--- config.mk ---
export PLATFORM = sky130hd
export DESIGN_NAME = apb3_master_ctrl
export DESIGN_NICKNAME = d
export VERILOG_FILES = /design/src/rtl/apb3_pkg.sv /design/src/rtl/apb3_addr_decode.sv /design/src/rtl/apb3_master_ctrl.sv
export SDC_FILE = /design/constraint.sdc
export NUM_CORES = 1
export LEC_CHECK = 0
export ABC_AREA = 1
export BUFFER_PORTS_ARGS = -buffer_cell sky130_fd_sc_hd__buf_4
export CAP_MARGIN = 20
export CELL_PAD_IN_SITES_DETAIL_PLACEMENT = 0
export CELL_PAD_IN_SITES_GLOBAL_PLACEMENT = 1
export CORE_MARGIN = 2
export CORE_UTILIZATION = 34
export CTS_BUF_LIST = sky130_fd_sc_hd__clkbuf_4
export DETAILED_ROUTE_END_ITERATION = 16
export PLACE_DENSITY_LB_ADDON = 0.1
export RECOVER_POWER = 50
export SLEW_MARGIN = 10
export SYNTH_ARGS = -nofsm -noshare
export SYNTH_HDL_FRONTEND = slang
export SYNTH_SLANG_ARGS = --single-unit
--- constraint.sdc ---
create_clock -name pclk -period 4.9 [get_ports pclk]
set_input_delay 0.735 -clock pclk [delete_from_list [all_inputs] [get_ports pclk]]
set_output_delay 0.735 -clock pclk [all_outputs]
set_load 0.02 [all_outputs]
--- src/rtl/apb3_pkg.sv ---
// apb3_pkg: shared types and decode constants for the APB3 master controller.
package apb3_pkg;
  typedef enum logic [1:0] {IDLE, SETUP, ACCESS, RESP} state_t;
  typedef enum logic [1:0] {TGT_S1, TGT_S2, TGT_NONE} tgt_t;
  localparam logic [1:0] REGION_S1 = 2'b00;
  localparam logic [1:0] REGION_S2 = 2'b01;
endpackage

--- src/rtl/apb3_addr_decode.sv ---
// apb3_addr_decode: maps the address region bits to an APB slave target.
import apb3_pkg::*;
module apb3_addr_decode (
  input  logic [1:0] region,
  output tgt_t       tgt
);
  always_comb tgt = region == REGION_S1 ? TGT_S1 : region == REGION_S2 ? TGT_S2 : TGT_NONE;
endmodule

--- src/rtl/apb3_master_ctrl.sv ---
// apb3_master_ctrl: sequences single local requests onto a two-slave APB3 bus
// with address decode, wait-state tolerance and timeout/decode-miss errors.
import apb3_pkg::*;
module apb3_master_ctrl #(
  parameter int ADDR_W  = 32,
  parameter int DATA_W  = 32,
  parameter int TIMEOUT = 16
) (
  input  logic              pclk,
  input  logic              preset,
  input  logic              req_valid,
  output logic              req_ready,
  input  logic              req_write,
  input  logic [ADDR_W-1:0] req_addr,
  input  logic [DATA_W-1:0] req_wdata,
  output logic              rsp_valid,
  output logic [DATA_W-1:0] rsp_rdata,
  output logic              rsp_err,
  output logic [ADDR_W-1:0] paddr,
  output logic              pwrite,
  output logic [DATA_W-1:0] pwdata,
  output logic              psel1,
  output logic              psel2,
  output logic              penable,
  input  logic              pready1,
  input  logic              pready2,
  input  logic [DATA_W-1:0] prdata1,
  input  logic [DATA_W-1:0] prdata2
);
  localparam int CW = $clog2(TIMEOUT + 1);
  state_t            state;
  tgt_t              tgt, dec_tgt;
  logic [CW-1:0]     cnt;
  logic              sel_ready;
  logic [DATA_W-1:0] sel_rdata;
  apb3_addr_decode u_dec (.region(req_addr[13:12]), .tgt(dec_tgt));
  assign req_ready = state == IDLE;
  // only the registered target's handshake is ever looked at
  always_comb begin
    sel_ready = tgt == TGT_S2 ? pready2 : pready1;
    sel_rdata = tgt == TGT_S2 ? prdata2 : prdata1;
  end
  always_ff @(posedge pclk or posedge preset) begin
    if (preset) begin
      state     <= IDLE;
      tgt       <= TGT_S1;
      cnt       <= '0;
      paddr     <= '0;
      pwrite    <= 1'b0;
      pwdata    <= '0;
      psel1     <= 1'b0;
      psel2     <= 1'b0;
      penable   <= 1'b0;
      rsp_valid <= 1'b0;
      rsp_rdata <= '0;
      rsp_err   <= 1'b0;
    end else begin
      case (state)
        IDLE: if (req_valid) begin
          paddr  <= req_addr;
          pwrite <= req_write;
          pwdata <= req_wdata;
          tgt    <= dec_tgt;
          cnt    <= '0;
          if (dec_tgt == TGT_NONE) begin
            state     <= RESP;
            rsp_valid <= 1'b1;
            rsp_err   <= 1'b1;
            rsp_rdata <= '0;
          end else begin
            state <= SETUP;
            psel1 <= dec_tgt == TGT_S1;
            psel2 <= dec_tgt == TGT_S2;
          end
        end
        SETUP: begin
          state   <= ACCESS;
          penable <= 1'b1;
        end
        ACCESS: begin
          cnt <= cnt + CW'(1);
          // pready on the last allowed cycle still wins over the timeout
          if (sel_ready || cnt == CW'(TIMEOUT - 1)) begin
            state     <= RESP;
            psel1     <= 1'b0;
            psel2     <= 1'b0;
            penable   <= 1'b0;
            rsp_valid <= 1'b1;
            rsp_err   <= !sel_ready;
            rsp_rdata <= sel_ready && !pwrite ? sel_rdata : '0;
          end
        end
        RESP: begin
          state     <= IDLE;
          rsp_valid <= 1'b0;
          rsp_err   <= 1'b0;
          rsp_rdata <= '0;
        end
      endcase
    end
  end
endmodule

# After elaboration in Yosys (flattened, before gate mapping)
# Cells that the tools add are included.
# Widths: inputs -> output; s select.
# word_totals
reg_bits	111
ramBits	0
mem_count	0
rom_bits	0
in_bits	134
latch_bits	0
# classes
n_mul	0
n_addsub	1
shifts	0
magnitude_cmp	0
mux	29
bitwise	0
n_eq_ne	12
n_div	0
n_reduce_logical	16
# ops
operator	n
$mux 32	5
$pmux 32 s3	1
$mux 1	10
$mux 2	5
$pmux 5 s2	1
$eq 2x1->1 const B	4
$pmux 2 s4	1
$reduce_and 2->1	4
$reduce_and 4->1	2
$eq 2x2->1 const B	3
$logic_not 2->1	3
$ne 2x2->1 const B	3
$pmux 1 s2	3
$pmux 1 s3	2
$add 5x1->5 const B	1
$eq 5x4->1 const B	1
$mux 5	1
$reduce_bool 2->1	2
$reduce_bool 3->1	1
$logic_not 1->1	2
$ne 2x1->1 const B	1
$logic_and 1x1->1	1
$logic_or 1x1->1	1

# Depth between registers and ports, before layout
# Gate-level depths: netlist of the first run.
# logic_depth
depth_word	7
ltp_mapped	10

# Modules after synthesis
# Synthesis of the first run repeated with hierarchy kept, for this count alone.
# unflattened
cells_unflattened	525
hier_area_um2	5168.7
# by_module_without_submodules
module	cells_per_inst	seq_area_each_um2	area_each_um2	instances
apb3_master_ctrl	522	2777.7	5157.4	1
apb3_addr_decode	3	0.0	11.3	1

# Least setup slack after synthesis of the first run
# No wires, ideal clock.
# synth_timing
path_kind	register -> register
startpoint	reg state[0]
endpoint	reg rsp_err
stages_incl_launch_ff	9
arrival_time_ns	1.586
setup_slack_ns	3.196
cell_sequence	dfrtp_1 -> inv_1 -> ha_1 -> inv_2 -> or2_1 -> buf_6 -> buf_6 -> nand4_1 -> nand2_1
# synth_via
elab_chain_len	3
word_cells_on_any_way	9
# synth_rtl
element	line_no	source
start: declaration	apb3_master_ctrl.sv:31	state_t state;
start signal: assignment	apb3_master_ctrl.sv:45	state <= IDLE;
start signal: assignment	apb3_master_ctrl.sv:66	state <= RESP;
start signal: assignment	apb3_master_ctrl.sv:71	state <= SETUP;
$logic_not 2->1 (*)	n/a	
named net req_ready	apb3_master_ctrl.sv:12	output logic req_ready,
$ne 2x1->1 (no line) (tied with other cells)	n/a	
$reduce_and 4->1 (no line)	n/a	
end signal: assignment	apb3_master_ctrl.sv:89	rsp_err <= !sel_ready;
end: declaration	apb3_master_ctrl.sv:18	output logic rsp_err,
# The timed path passes the listed nets; every way through them passes the cells marked *.
# A chain may end at the register's enable or synchronous reset.

==> metrics.md, run 1 <==
| Metric | Value |
|---|---|
| CTS Buf Count | `9` |
| Ant. Diodes | `0` |
| RD Place Congestion | `0.7545` |
| Hpwl dp | `9946 um` |
| CP peak stage delay | `1880 ps` |
| Critical Path RT | `5420 ps` |
| First-pass GRT wire length | `23080 um` |
| CTS Root Cell | `clkbuf_4` |
| H-tree Lvls | `3` |
| Chip height | `127.1 um` |
| Worst skew pair latency | `480 ps` |
| Drt total wl | `14360 um` |
| Gate count of the mapped netlist | `653` |
| Synth top area cells | `dfrtp_1, nand2_1, nand4_1` |
| Core Area | `14640 um^2` |
| Slew at the pin closest to its max-slew limit | `3362 ps` |
| Final period utilization | `65.58%` |
| Layout area overhead | `34.74%` |
| GRT Total Usage | `17.72%` |
| Failing checks | `capacitance limit, slew limit` |
| Max VDD drop | `0.3079 mV` |
| DRC | `0` |
| Detail Route Antenna Nets | `0` |
| RSZ-0062 raised after global routing | `no` |
| Pin count of the biggest net entering global routing | `77` |
| Post-synthesis register bit count | `111` |
| Initial antenna violation count | `0` |
| Max-slew headroom | `-125.4%` |
| Min Tclk post-route | `3213 ps` |
| Slowest stage cell on the critical path | `clkinvlp_2` |
| Most common cell after layout, fill and taps aside | `nand2_1` |
| Vias | `4782` |
| Worst setup path class | `input pin to asynchronous set/reset pin` |
| Max-slew violations | `77` |
| Routed vias/inst | `4.524` |
| Worst path top cell family by delay | `buffers and inverters` |
| Worst EP arrival | `3730 ps` |
| # hold bufs at CTS | `0` |
| Critical path endpoint category | `asynchronous set/reset pin` |
| Synth unique cells | `22` |
| Register area share after synthesis | `53.90%` |
| Setup Fix Bufs, Post-CTS | `0` |
| First-pass iteration count of the detailed router | `4` |
| Core Util, Final | `47.42%` |
| Syn nets | `794` |
| CTS sink cnt | `111` |
| Die area | `16160 um^2` |
| Number of global-route vias before repair | `4750` |
| Max Cap Violations | `1` |
| WL per Instance | `13.58 um` |
| Syn_area_per_cell | `7.892 um^2` |
| Lkg Pwr | `3.960 nW` |
| Initial drt markers | `248` |
| Yosys warnings | `0` |
| CTS tree | `yes` |
| Remaining Overflow, GRT | `0` |
| Die width | `127.1 um` |
| Final hold violation count | `0` |
| Fin Setup TNS | `0 ps` |
| Post-CTS sizing | `0` |
| Clk_skew | `15.44 ps` |
| Startpoint types | `input pin` |
| Final setup viols | `0` |
| Rows | `44` |
| EDFF count, synth | `0` |
| Clock Tree Buf Depth | `2` |
| Fraction of registers with async set/reset | `100.0%` |
| CP Cell Sequence | `clkbuf_4, clkinvlp_2, clkbuf_2` |
| Top FF cell, synth | `dfrtp_1` |
| CP Buf/Inv Count | `3` |
| Status | `finished, violations left` |
| Min-delay worst type | `input pin to flip-flop` |
| Share of cells above drive strength 1 | `24.51%` |
| Input/output buffers | `236` |
| Cell area power density | `580.3 nW/um^2` |
| Synth top area share | `53.90%` |
| Clk slew on worst S/H paths | `170 ps` |
| Max FO, Critical Path | `76` |
| Nets@finish | `1009` |
| Starting density of the core | `35.19%` |
| Synth area leader | `dfrtp_1` |
| I/O pin cnt | `237` |
| Fmax | `311.2 MHz` |
| Cell Area, Synth | `5154 um^2` |
| Most frequent cells in the layout | `nand2_1, buf_4, dfrtp_1, clkbuf_1, inv_1` |
## final cells by class
type | count | area, um^2
sequential | 111 | 2778
clock inverter | 5 | 58.81
multi-input combinational | 455 | 1967
clock buffer | 11 | 82.58
inverter | 49 | 185.2
tap | 184 | 230.2
timing repair buffer | 242 | 1643
fill | 1553 | 7700
## per-stage QoR
step / cell area [um^2] / cells / setup WS, ps / total power [mW] / hold slack [ps]
6_report: 6944 / 1057 / 1687 / 4.029 / 428.3
5_1_grt: 6944 / 1057 / 1042 / 4.368 / 366.1
4_1_cts: 7119 / 1056 / 2027 / 4.230 / 391.6
3_5_place_dp: 6978 / 1040 / 1989 / 3.747 / 465.7
3_3_place_gp: 6963 / 1039 / 2125 / 3.686 / 458.2
2_1_floorplan: 5154 / 653 / 1234 / 2.872 / 467.3
## synth_stat cells, types with 4 or more instances
cell      count
inv_1        47
nand4_1      37
clkbuf_1     13
a21oi_1       4
dfrtp_1     111
ha_1          7
nor2_1       41
buf_2        15
buf_6         7
nand2_1     311
o21ai_0      37
nand3_1       6
## layer usage
| layer | global-route usage, % | routed length [um] |
|---|---|---|
| met1 | 21.54 | 6077 |
| met3 | 6.323 | 905 |
| met2 | 30.77 | 7244 |
| met4 | 3.232 | 129 |
| met5 | 0 | 0 |
## path summary, 6_finish.rpt
path | start | end | slack [ps] | cells past startpoint
setup / recovery | preset | paddr[10] | 1690 | 3
hold / removal | req_addr[3] | paddr[3] | 430 | 3
setup reg to reg | state[0] | rsp_rdata[9] | 2080 | 6
hold reg to reg | pwdata[31] | pwdata[31] | 500 | 2
max in group pclk | state[0] | rsp_rdata[9] | 2080 | 6
min in group asynchronous | preset | paddr[4] | 1210 | 2
## kinds of logic after synthesis
logic type / Yosys count / share of synthesized area (%)
simple gates: 401 / 31.46
buf+inv: 87 / 7.939
flops: 111 / 53.90
compound gates: 47 / 5.001
fa+ha+maj: 7 / 1.699
## worst register-to-register path, delay by kind of cell (launching register included)
| kind | cells | cell delay, ps |
|---|---|---|
| buffers and inverters | 1 | 110 |
| AO/OA/AOI/OAI | 1 | 790 |
| AND/OR/NAND/NOR | 3 | 1070 |
| adder cells (fa/ha/maj) | 1 | 340 |
| flip-flops | 1 | 440 |
## report_power, final
part           leakage, nW  switching (mW)  total (mW)  internal [mW]
clock network       0.0747           0.299       0.466          0.168
registers             1.42           0.222        1.52           1.30
logic                 2.46            1.36        2.04          0.686
total                 3.96            1.88        4.03           2.15
## flip-flops by register name (all words and copies together), names as in the netlist
name       flops
rsp_err        1
paddr         32
tgt            2
penable        1
rsp_valid      1
pwrite         1
rsp_rdata     32
pwdata        32
state          2
psel1          1
cnt            5
psel2          1
No activity file was read; power rests on OpenSTA's default activity.
==> run 2: changes to the inputs <==
clock period = 3.27 ns   (was 4.9 ns; I/O delays follow)
==> metrics.md, run 2 (synthesized netlist as in run 1, its figures left out) <==
| Metric | Value |
|---|---|
| Status | `finished, violations left` |
| Failing checks | `capacitance limit, slew limit` |
| Min-delay worst type | `input pin to flip-flop` |
| Final period utilization | `77.02%` |
| Most frequent cells in the layout | `nand2_1, buf_4, dfrtp_1, clkbuf_1, inv_1` |
| Final hold violation count | `0` |
| Clock Tree Buf Depth | `2` |
| I/O pin cnt | `237` |
| Share of power burned in combinational logic | `50.1%` |
| Register share of total power | `37.1%` |
| Rows | `44` |
| CTS Root Cell | `clkbuf_4` |
| Routed vias/inst | `4.625` |
| GRT Total Usage | `17.74%` |
| DRC | `0` |
| Drt total wl | `14400 um` |
| Worst skew pair latency | `470 ps` |
| Filler Cell Count | `1496` |
| Total Power | `6.149 mW` |
| Most common cell after layout, fill and taps aside | `nand2_1` |
| Remaining Overflow, GRT | `0` |
| Ant. Diodes | `0` |
| Top flop regs | `paddr (32), pwdata (32), rsp_rdata (32)` |
| First-pass GRT wire length | `22980 um` |
| WL per Instance | `13.59 um` |
| Worst EP arrival | `2900 ps` |
| Internal power | `3.307 mW` |
| Die area | `16160 um^2` |
| Final setup viols | `0` |
| Pin count of the biggest net entering global routing | `72` |
| Input/output buffers | `236` |
| RD Place Congestion | `0.7083` |
| Switching Power | `2.842 mW` |
| Clk slew on worst S/H paths | `170 ps` |
| Final Hold Slack | `190.7 ps` |
| Lkg Pwr | `3.973 nW` |
| Max Cap Violations | `1` |
| Vias | `4903` |
| RR Startpoint | `state[0]` |
| Max-slew violations | `41` |
| Slew at the pin closest to its max-slew limit | `1832 ps` |
| Fmax | `397.1 MHz` |
| Fin Setup TNS | `0 ps` |
| CTS tree | `yes` |
| Critical Path RT | `3650 ps` |
| Initial antenna violation count | `0` |
| Starting density of the core | `35.19%` |
| Worst setup path class | `flip-flop to flip-flop` |
| Number of global-route vias before repair | `4767` |
| Worst min-delay path startpoint | `req_wdata[31]` |
| CTS Buf Count | `9` |
| Post-CTS sizing | `0` |
| Chip height | `127.1 um` |
| Share of cells above drive strength 1 | `24.77%` |
| Min Tclk post-route | `2518 ps` |
| Layout area overhead | `35.47%` |
| Max-slew headroom | `-22.82%` |
| # hold bufs at CTS | `0` |
| Detail Route Antenna Nets | `0` |
| Die width | `127.1 um` |
| Clock share of power | `12.8%` |
| Critical path endpoint category | `flip-flop` |
| Max FO, Critical Path | `35` |
| Core Area | `14640 um^2` |
| Sw Ratio | `46.22%` |
| CTS sink cnt | `111` |
| H-tree Lvls | `3` |
| RSZ-0062 raised after global routing | `no` |
| Clk_skew | `15.06 ps` |
| Cell area power density | `880.7 nW/um^2` |
| Max VDD drop | `0.4062 mV` |
| Setup Fix Bufs, Post-CTS | `0` |
| Nets@finish | `1012` |
| Hpwl dp | `10040 um` |
| Startpoint types | `flip-flop` |
| CP Launch Point | `state[0]` |
| Initial drt markers | `240` |
| First-pass iteration count of the detailed router | `4` |
==> run 2: worst paths after layout <==
check                                end  slack (ps)  cells after the start
max in group asynchronous       state[1]         800                      3
setup / recovery           rsp_rdata[13]         750                      8
hold reg to reg                rsp_valid         500                      2
min in group asynchronous  rsp_rdata[17]         460                      2
hold / removal                pwdata[31]         190                      3
setup reg to reg           rsp_rdata[13]         750                      8
==> run 2: power groups by stage <==
stage	Combinational [mW]	Sequential, mW	Clock (mW)
after floorplan	1.40	2.91	0
after global placement	3.24	2.31	0
after global routing	3.40	2.36	0.885
after detailed placement	3.31	2.31	0
final	3.08	2.28	0.786
after CTS	3.31	2.29	0.828
==> run 2: final cells by class <==
class / instances / area, um^2 / share of cell area (%)
clock buffers: 10 / 75.07 / 1.075
clock inverters: 6 / 92.59 / 1.326
inverters: 49 / 185.2 / 2.652
multi-input cells: 455 / 1967 / 28.17
flip-flops and latches: 111 / 2778 / 39.78
well taps: 184 / 230.2 / 3.297
repair buffers: 245 / 1654 / 23.69
==> run 2: routing by layer <==
layer  part of all wire (%)  global-route usage, %  vias up
li1                       -                      -     2466
met1                     42                  22.26     2265
met2                     49                  29.51      154
met3                    6.9                  4.648       18
met4                    2.1                  6.723        0
met5                      0                      0        -
==> run 2: stage by stage <==
stage	instances	util (%)	setup WS, ps	instance area [um^2]
4_1_cts	1059	48.99	740.5	7174
2_1_floorplan	653	-	1436	5157
6_report	1060	47.68	751.6	6982
3_5_place_dp	1043	47.85	751.7	7007
3_3_place_gp	1043	47.85	912.8	7007
5_1_grt	1060	47.68	304.4	6982
==> run 2: worst max-delay path: stages (launching register included) <==
cell and delay (ps):
dfrtp_1 420, inv_1 100, ha_1 330, inv_2 70, or2_1 160, buf_4 370
nand3_2 650, nand2_1 250, nand2_1 80
